[src/rtl/state_seq_ctrl.sv]
// Prescaled tick sequencer: steps state_idx through NSTATES states, dwelling dwell ticks in each.
// Optional manual single-step in PAUSE is enabled by defining SEQ_STEP_EN.
module state_seq_ctrl #(
    parameter int              CW      = 24,
    parameter logic [CW-1:0]   DIV_MAX = 24'd4999999,
    parameter int              NSTATES = 4,
    parameter int              SW      = 2,
    parameter int              DW      = 8
) (
    input  logic          clkin,
    input  logic          rst_n,
    input  logic          start,
    input  logic          pause,
    input  logic          stop,
    input  logic          step,
    input  logic [DW-1:0] dwell,
    output logic [SW-1:0] state_idx,
    output logic          tick,
    output logic          adv,
    output logic          running
);

    typedef enum logic [1:0] {
        S_IDLE  = 2'd0,
        S_RUN   = 2'd1,
        S_PAUSE = 2'd2
    } state_t;

    localparam logic [SW-1:0] LAST_IDX = SW'(NSTATES - 1);

    state_t        r_state;
    logic [CW-1:0] r_cnt;
    logic [DW-1:0] r_remain;
    logic [SW-1:0] r_idx;
    logic          r_tick;
    logic          r_adv;
    logic          r_running;
    logic          w_step_rise;
    logic [DW-1:0] w_dwell_eff;
    logic [SW-1:0] w_idx_next;

    // A zero dwell still holds the state for one tick.
    function automatic logic [DW-1:0] eff_dwell(input logic [DW-1:0] d);
        return (d == {DW{1'b0}}) ? DW'(1) : d;
    endfunction

    assign w_dwell_eff = eff_dwell(dwell);
    assign w_idx_next  = (r_idx == LAST_IDX) ? {SW{1'b0}} : r_idx + SW'(1);

`ifdef SEQ_STEP_EN
    logic r_step_d;

    // Delayed copy of step for rising-edge detection.
    always_ff @(posedge clkin) begin
        if (!rst_n) begin
            r_step_d <= 1'b0;
        end else begin
            r_step_d <= step;
        end
    end

    assign w_step_rise = step & ~r_step_d;
`else
    logic w_unused_step;
    assign w_unused_step = step;
    assign w_step_rise   = 1'b0;
`endif

    // Sequencer FSM with prescaler, dwell counter and registered strobes.
    always_ff @(posedge clkin) begin
        if (!rst_n) begin
            r_state   <= S_IDLE;
            r_cnt     <= {CW{1'b0}};
            r_remain  <= {DW{1'b0}};
            r_idx     <= {SW{1'b0}};
            r_tick    <= 1'b0;
            r_adv     <= 1'b0;
            r_running <= 1'b0;
        end else begin
            r_tick <= 1'b0;
            r_adv  <= 1'b0;
            // dwell now reflects the freshly advanced index
            if (r_adv) begin
                r_remain <= w_dwell_eff;
            end
            if (stop) begin
                r_state   <= S_IDLE;
                r_cnt     <= {CW{1'b0}};
                r_remain  <= {DW{1'b0}};
                r_idx     <= {SW{1'b0}};
                r_running <= 1'b0;
            end else begin
                case (r_state)
                    S_IDLE: begin
                        r_cnt <= {CW{1'b0}};
                        r_idx <= {SW{1'b0}};
                        if (start) begin
                            r_state   <= S_RUN;
                            r_remain  <= w_dwell_eff;
                            r_running <= 1'b1;
                        end else begin
                            r_running <= 1'b0;
                        end
                    end
                    S_RUN: begin
                        if (pause) begin
                            r_state   <= S_PAUSE;
                            r_running <= 1'b0;
                        end else begin
                            r_running <= 1'b1;
                            if (r_cnt == DIV_MAX) begin
                                r_cnt  <= {CW{1'b0}};
                                r_tick <= 1'b1;
                            end else begin
                                r_cnt <= r_cnt + CW'(1);
                            end
                            if (r_tick) begin
                                if (r_remain > DW'(1)) begin
                                    r_remain <= r_remain - DW'(1);
                                end else begin
                                    r_idx <= w_idx_next;
                                    r_adv <= 1'b1;
                                end
                            end
                        end
                    end
                    S_PAUSE: begin
                        if (!pause) begin
                            r_state   <= S_RUN;
                            r_running <= 1'b1;
                        end else begin
                            r_running <= 1'b0;
                            if (w_step_rise) begin
                                r_idx <= w_idx_next;
                                r_adv <= 1'b1;
                                r_cnt <= {CW{1'b0}};
                            end
                        end
                    end
                    default: begin
                        r_state   <= S_IDLE;
                        r_running <= 1'b0;
                    end
                endcase
            end
        end
    end

    assign state_idx = r_idx;
    assign tick      = r_tick;
    assign adv       = r_adv;
    assign running   = r_running;

endmodule
[config.mk]
export PLATFORM = sky130hd
export DESIGN_NAME = state_seq_ctrl
export DESIGN_NICKNAME = d
export VERILOG_FILES = /design/src/rtl/state_seq_ctrl.sv
export SDC_FILE = /design/constraint.sdc
export NUM_CORES = 1
export LEC_CHECK = 0
export ABC_AREA = 1
export CAP_MARGIN = 15
export CORE_ASPECT_RATIO = 0.9
export CORE_MARGIN = 5
export CORE_UTILIZATION = 50
export CTS_CLUSTER_DIAMETER = 120
export DETAILED_ROUTE_END_ITERATION = 16
export GPL_TIMING_DRIVEN = 0
export PLACE_DENSITY = 0.72
export SYNTH_ARGS = -nofsm -noshare
export SYNTH_HDL_FRONTEND = slang
export SYNTH_SLANG_ARGS = --single-unit
[constraint.sdc]
create_clock -name clkin -period 1.5 [get_ports clkin]
set_clock_uncertainty 0.1 [all_clocks]
set_input_delay 0.15 -clock clkin [delete_from_list [all_inputs] [get_ports clkin]]
set_output_delay 0.15 -clock clkin [all_outputs]
set_load 0.02 [all_outputs]
* Word level (Yosys, flattened, before mapping)
Index checks and enable logic that the tools add are counted.
Cells by class: muxes and demuxes 24, bitwise operators 3, equal/unequal tests 10, $lt $le $gt $ge 1, add/subtract/negate cells 3, reduce and logical (&&, ||, !) cells 10
Operator list (count):
- $mux W24 | 2
- $mux W8 | 6
- $pmux W24 S2 | 1
- $add A24 B1 Y24 const B | 1
- $eq A24 B23 Y1 const B | 1
- $pmux W8 S2 | 1
- $mux W2 | 7
- $ne A2 B2 Y1 const B | 6
- $gt A8 B1 Y1 const B | 1
- $logic_not A8 Y1 | 1
- $sub A8 B1 Y8 const B | 1
- $pmux W2 S3 | 1
- $reduce_or A5 Y1 | 1
- $eq A2 B2 Y1 const B | 2
- $mux W1 | 4
- $pmux W2 S2 | 1
- $reduce_and A4 Y1 | 1
- $reduce_or A2 Y1 | 2
- $reduce_or A4 Y1 | 1
- $not A1 Y1 | 3
- $reduce_and A3 Y1 | 1
- $add A2 B1 Y2 const B | 1
- $eq A2 B1 Y1 const B | 1
- $logic_not A2 Y1 | 1
- other kinds (3) | 3
Storage, ports and cells: bits of input ports 14, output and inout bits 5, bits in registers 39

* Logic depth before layout (Yosys ltp)
depth after elaboration 7, gate-level depth with buffers 10, mapped depth without buffers 10

* Worst setup path before layout
No wires, ideal clock.
path type register to register, start register r_state[1], end register r_cnt[14], path slack -0.094 ns, setup time 0.119 ns, data required time 1.281 ns, period minus slack after synthesis 1.594 ns, stages on the path, launching flop included 11, data arrival time 1.376 ns, path through dfxtp_1 > inv_1 > ha_1 > inv_2 > nor2_4 > inv_1 > nand2_1 > inv_1 > buf_2 > a21oi_2 > nor3_2
Between the ends: longest elaborated chain between the ends 3
RTL lines:
- start, declared | line 31 | state_t r_state;
- start signal, assigned | line 72 | r_state <= S_IDLE;
- start signal, assigned | line 87 | r_state <= S_IDLE;
- start signal, assigned | line 98 | r_state <= S_RUN;
- $eq A2 B1 Y1 or $logic_not A2 Y1 (tied branches) | line 93 | case (r_state)
- $ne A2 B2 Y1 (no source line) or $reduce_bool A2 Y1 (tied branches)
- $reduce_and A2 Y1 (no source line)
- end signal, assigned | line 88 | r_cnt <= {CW{1'b0}};
- end signal, assigned | line 95 | r_cnt <= {CW{1'b0}};
- end signal, assigned | line 112 | r_cnt <= {CW{1'b0}};
- end, declared | line 32 | logic [CW-1:0] r_cnt;
Several ways; a longest one is shown, not always the timed one. A chain may end at the register's enable or synchronous reset.

* Worst setup path after layout
start register r_remain[1], end register r_remain[0]
Between the ends: longest elaborated chain between the ends 5
RTL lines:
- start, declared | line 33 | logic [DW-1:0] r_remain;
- start signal, assigned | line 74 | r_remain <= {DW{1'b0}};
- start signal, assigned | line 84 | r_remain <= w_dwell_eff;
- start signal, assigned | line 89 | r_remain <= {DW{1'b0}};
- $gt A8 B1 Y1 | line 118 | if (r_remain > DW'(1)) begin
- $mux W8 | line 118
- $mux W8 | line 117 | if (r_tick) begin
- $mux W8 | line 106 | if (pause) begin
- $pmux W8 S2 | line 93
No other way between the ends.

==> impl_metrics.ini <==
[status]
status = complete, but fails checks
violations = setup timing

[critical_path]
cp_cell_sequence = inv_4 > ha_4 > nor2_4 > nor2_4 > nand3_4 > nand3_4 > buf_6 > nor2_2 > nor2_1 > a21oi_1
r2r_start = r_remain[1]$_SDFF_PP0_
worstSetupPathType = reg2reg
critPathCaptureType = flop
cp-startpoint = r_remain[1]$_SDFF_PP0_
slowest_delay_ps = 370
cp.arrival_ps = 1720
critPathMaxFanout = 8
start_kind = flop
cp.required_ps = 1620
slowest_stage = dfxtp_2

[placement]
post_dp_cell_area_um2 = 2988
port_buffers = 17
dp_hpwl_um = 5444
globalplace.congestion = 0.9318

[finish]
layout-drive-gt1-share_pct = 32.85
area_delta_synth_final_pct = 37.21
final_util_pct = 70.60
n_antenna_cell = 0
nNetsFinal = 504
post-route-cell-area_um2 = 3710
n_fill_cell = 431

[global_routing]
grt_overflow = 0
antenna_found_initial = 0
grt_use_total_pct = 23.83
grt_pass1_vias = 2759
grt_max_degree = 11
grt_pass1_wl_um = 13120

[clock_network]
cts-root-buf = clkbuf_8
cts_buffer_depth = 2
cts_tree = yes
insertion_delay_ps = 300
clkSinkCount = 39
path_clk_slew_ps = 70
cts_buffers = 5
h-tree-depth = 2

[synthesis]
ys_seq_area_share_pct = 28.88
ys_warn_count = 0
syn_nets = 457
synth_edf_count = 0
yosys.area.top_type = dfxtp_1
synth_cell_types = 36
syn-cell-area_um2 = 2704
postSynthAreaPerCell_um2 = 6.216
synth_top_flop_cell = dfxtp_1
synthTopCellsByArea = dfxtp_1 29%, nand2_1 15%, nor2_1 9.3%
synth_top_area_share_pct = 28.88
synth_cells = 435
ys_async_sr_fraction_pct = 0
synth_seq_cells = 39

[timing]
relSlewSlack_pct = 57.75
setup_slack_ps = -90.49
drv_slew = 0
fin_crit_ps = 1590
worstMarginPinSlew_ps = 633.8
fmax_ghz = 0.6287
finalSetupViolations = 28
timing_hold_violations_final = 0
whs_ps = 393.3
fin_crit_sh_pct = 106.0
rsz0062_at_grt = true

[die]
start_util_pct = 51.45
row_count = 25
io_pins = 19
die_h_um = 79.77
dieArea_um2 = 6981
die_x_um = 87.52
core-area_um2 = 5255

[pwr]
ir_worst_vdd_v = 0.0004659
p_leak_nw = 1.456
power_density_nw_per_um2 = 639.1

[route]
vias = 3075
drtPass1Iterations = 6
ant_nets = 0
wl_per_cell_um = 15.16
routed_wl_um = 8306
drc_errors = 0
drt_iter0_drc = 251
vias_per_cell = 5.611

[flow_run]
cap_violations = 0

[min_path]
hold_start = r_cnt[17]$_SDFFE_PP0P_
min_path_type = reg2reg
[layer usage]
layer	track usage (%)	part of all wire, %
met3	3.199	7.0
met2	37.20	47
met1	33.48	45
met5	0	0
met4	8.129	1.4
[registers in the layout (all words and copies together) (netlist names)]
signal and count:
state_idx 2, tick 1, r_remain 8, adv 1
running 1, r_cnt 24, r_state 2
[repair_timing]
action | CTS | global route
pin swaps | 11 | 46
setup endpoints to repair | 40 | 38
hold endpoints to repair | 0 | 0
resized for setup | 75 | 77
hold buffers | 0 | 0
cloned | 1 | 2
buffers inserted | 10 | 12
[layout by cell type, fill, tap and decap left out, drive strengths merged, types with 2 or more instances in the layout]
master / netlist / routed
nor3: 10 / 10
dlygate4sd2: 0 / 3
o211ai: 3 / 3
ha: 8 / 8
o21ai: 15 / 15
or2: 3 / 3
xor2: 6 / 6
dfxtp: 39 / 39
o22ai: 2 / 2
a21oi: 46 / 46
buf: 8 / 31
clkbuf: 3 / 9
nand2: 109 / 109
nand4: 23 / 23
inv: 54 / 54
clkdlybuf4s50: 0 / 13
nor2: 75 / 75
nand3: 25 / 25
o21a: 2 / 2
[power by group]
group | switching (W) | total (W) | internal [W] | leakage [nW]
clock network | 0.000377 | 0.000688 | 0.000311 | 0.0371
registers | 0.0000199 | 0.00106 | 0.00104 | 0.331
logic | 0.000356 | 0.000623 | 0.000267 | 1.09
[cell type report]
| type | instances | area, µm² | area share [%] |
|---|---|---|---|
| Sequential cell | 39 | 833.3 | 22.46 |
| Inverter | 54 | 217.7 | 5.868 |
| Buffer | 10 | 86.33 | 2.327 |
| Clock buffer | 6 | 72.57 | 1.956 |
| Tap cell | 67 | 83.83 | 2.260 |
| Multi-Input combinational cell | 331 | 2026 | 54.60 |
| Timing Repair Buffer | 41 | 390.4 | 10.52 |
[cell families after synthesis]
kind of cell | after synthesis | synth area share [%]
AO/OA/AOI/OAI | 70 | 14.25
AND/OR/NAND/NOR | 246 | 41.23
adder cells (fa/ha/maj) | 8 | 3.702
flip-flops | 39 | 28.88
buffers and inverters | 65 | 9.671
XOR/XNOR | 7 | 2.268
[cell usage after synthesis (2+ instances only)]
cell,number
nor3_2,3
ha_1,8
a21oi_1,44
xor2_1,6
nor2_1,67
inv_1,50
nand4_1,23
nor3_1,7
o21a_1,2
nand3_1,23
nand2_1,105
nand2_2,3
buf_2,5
o22ai_1,2
o21ai_0,14
o211ai_1,2
nand3_2,2
clkbuf_1,3
or2_2,2
nor2_2,6
a21oi_2,2
dfxtp_1,39
inv_2,4
[path summary, 6_finish.rpt]
path | to | slack [ps] | cells after the start
worst min register to register | r_cnt[17]$_SDFFE_PP0P_ | 390 | 2
worst max-delay path | r_remain[0]$_SDFF_PP0_ | -90 | 10
worst min-delay path | r_cnt[17]$_SDFFE_PP0P_ | 390 | 2
worst max register to register | r_remain[0]$_SDFF_PP0_ | -90 | 10
[critical path, delay by kind of cell (launching register included)]
family,cells,cell delay [ps]
and+or+nand+nor,6,540
DFF,1,370
AOI/OAI and AO/OA,1,130
adders and majority gates,1,160
buffers and inverters,2,220
[through the flow]
step | instances | total power, W | worst slack, ps | setup TNS, ps
after floorplan | 435 | 0.001344 | 0.5859 | 0
after global placement | 519 | 0.001468 | -287.6 | -8812
after detailed placement | 519 | 0.001475 | -306.3 | -8837
after CTS | 536 | 0.002226 | -54.76 | -159.0
after global routing | 548 | 0.002460 | -155.6 | -3822
final | 548 | 0.002371 | -90.49 | -906.8
Power figures use the tool's default switching activity.
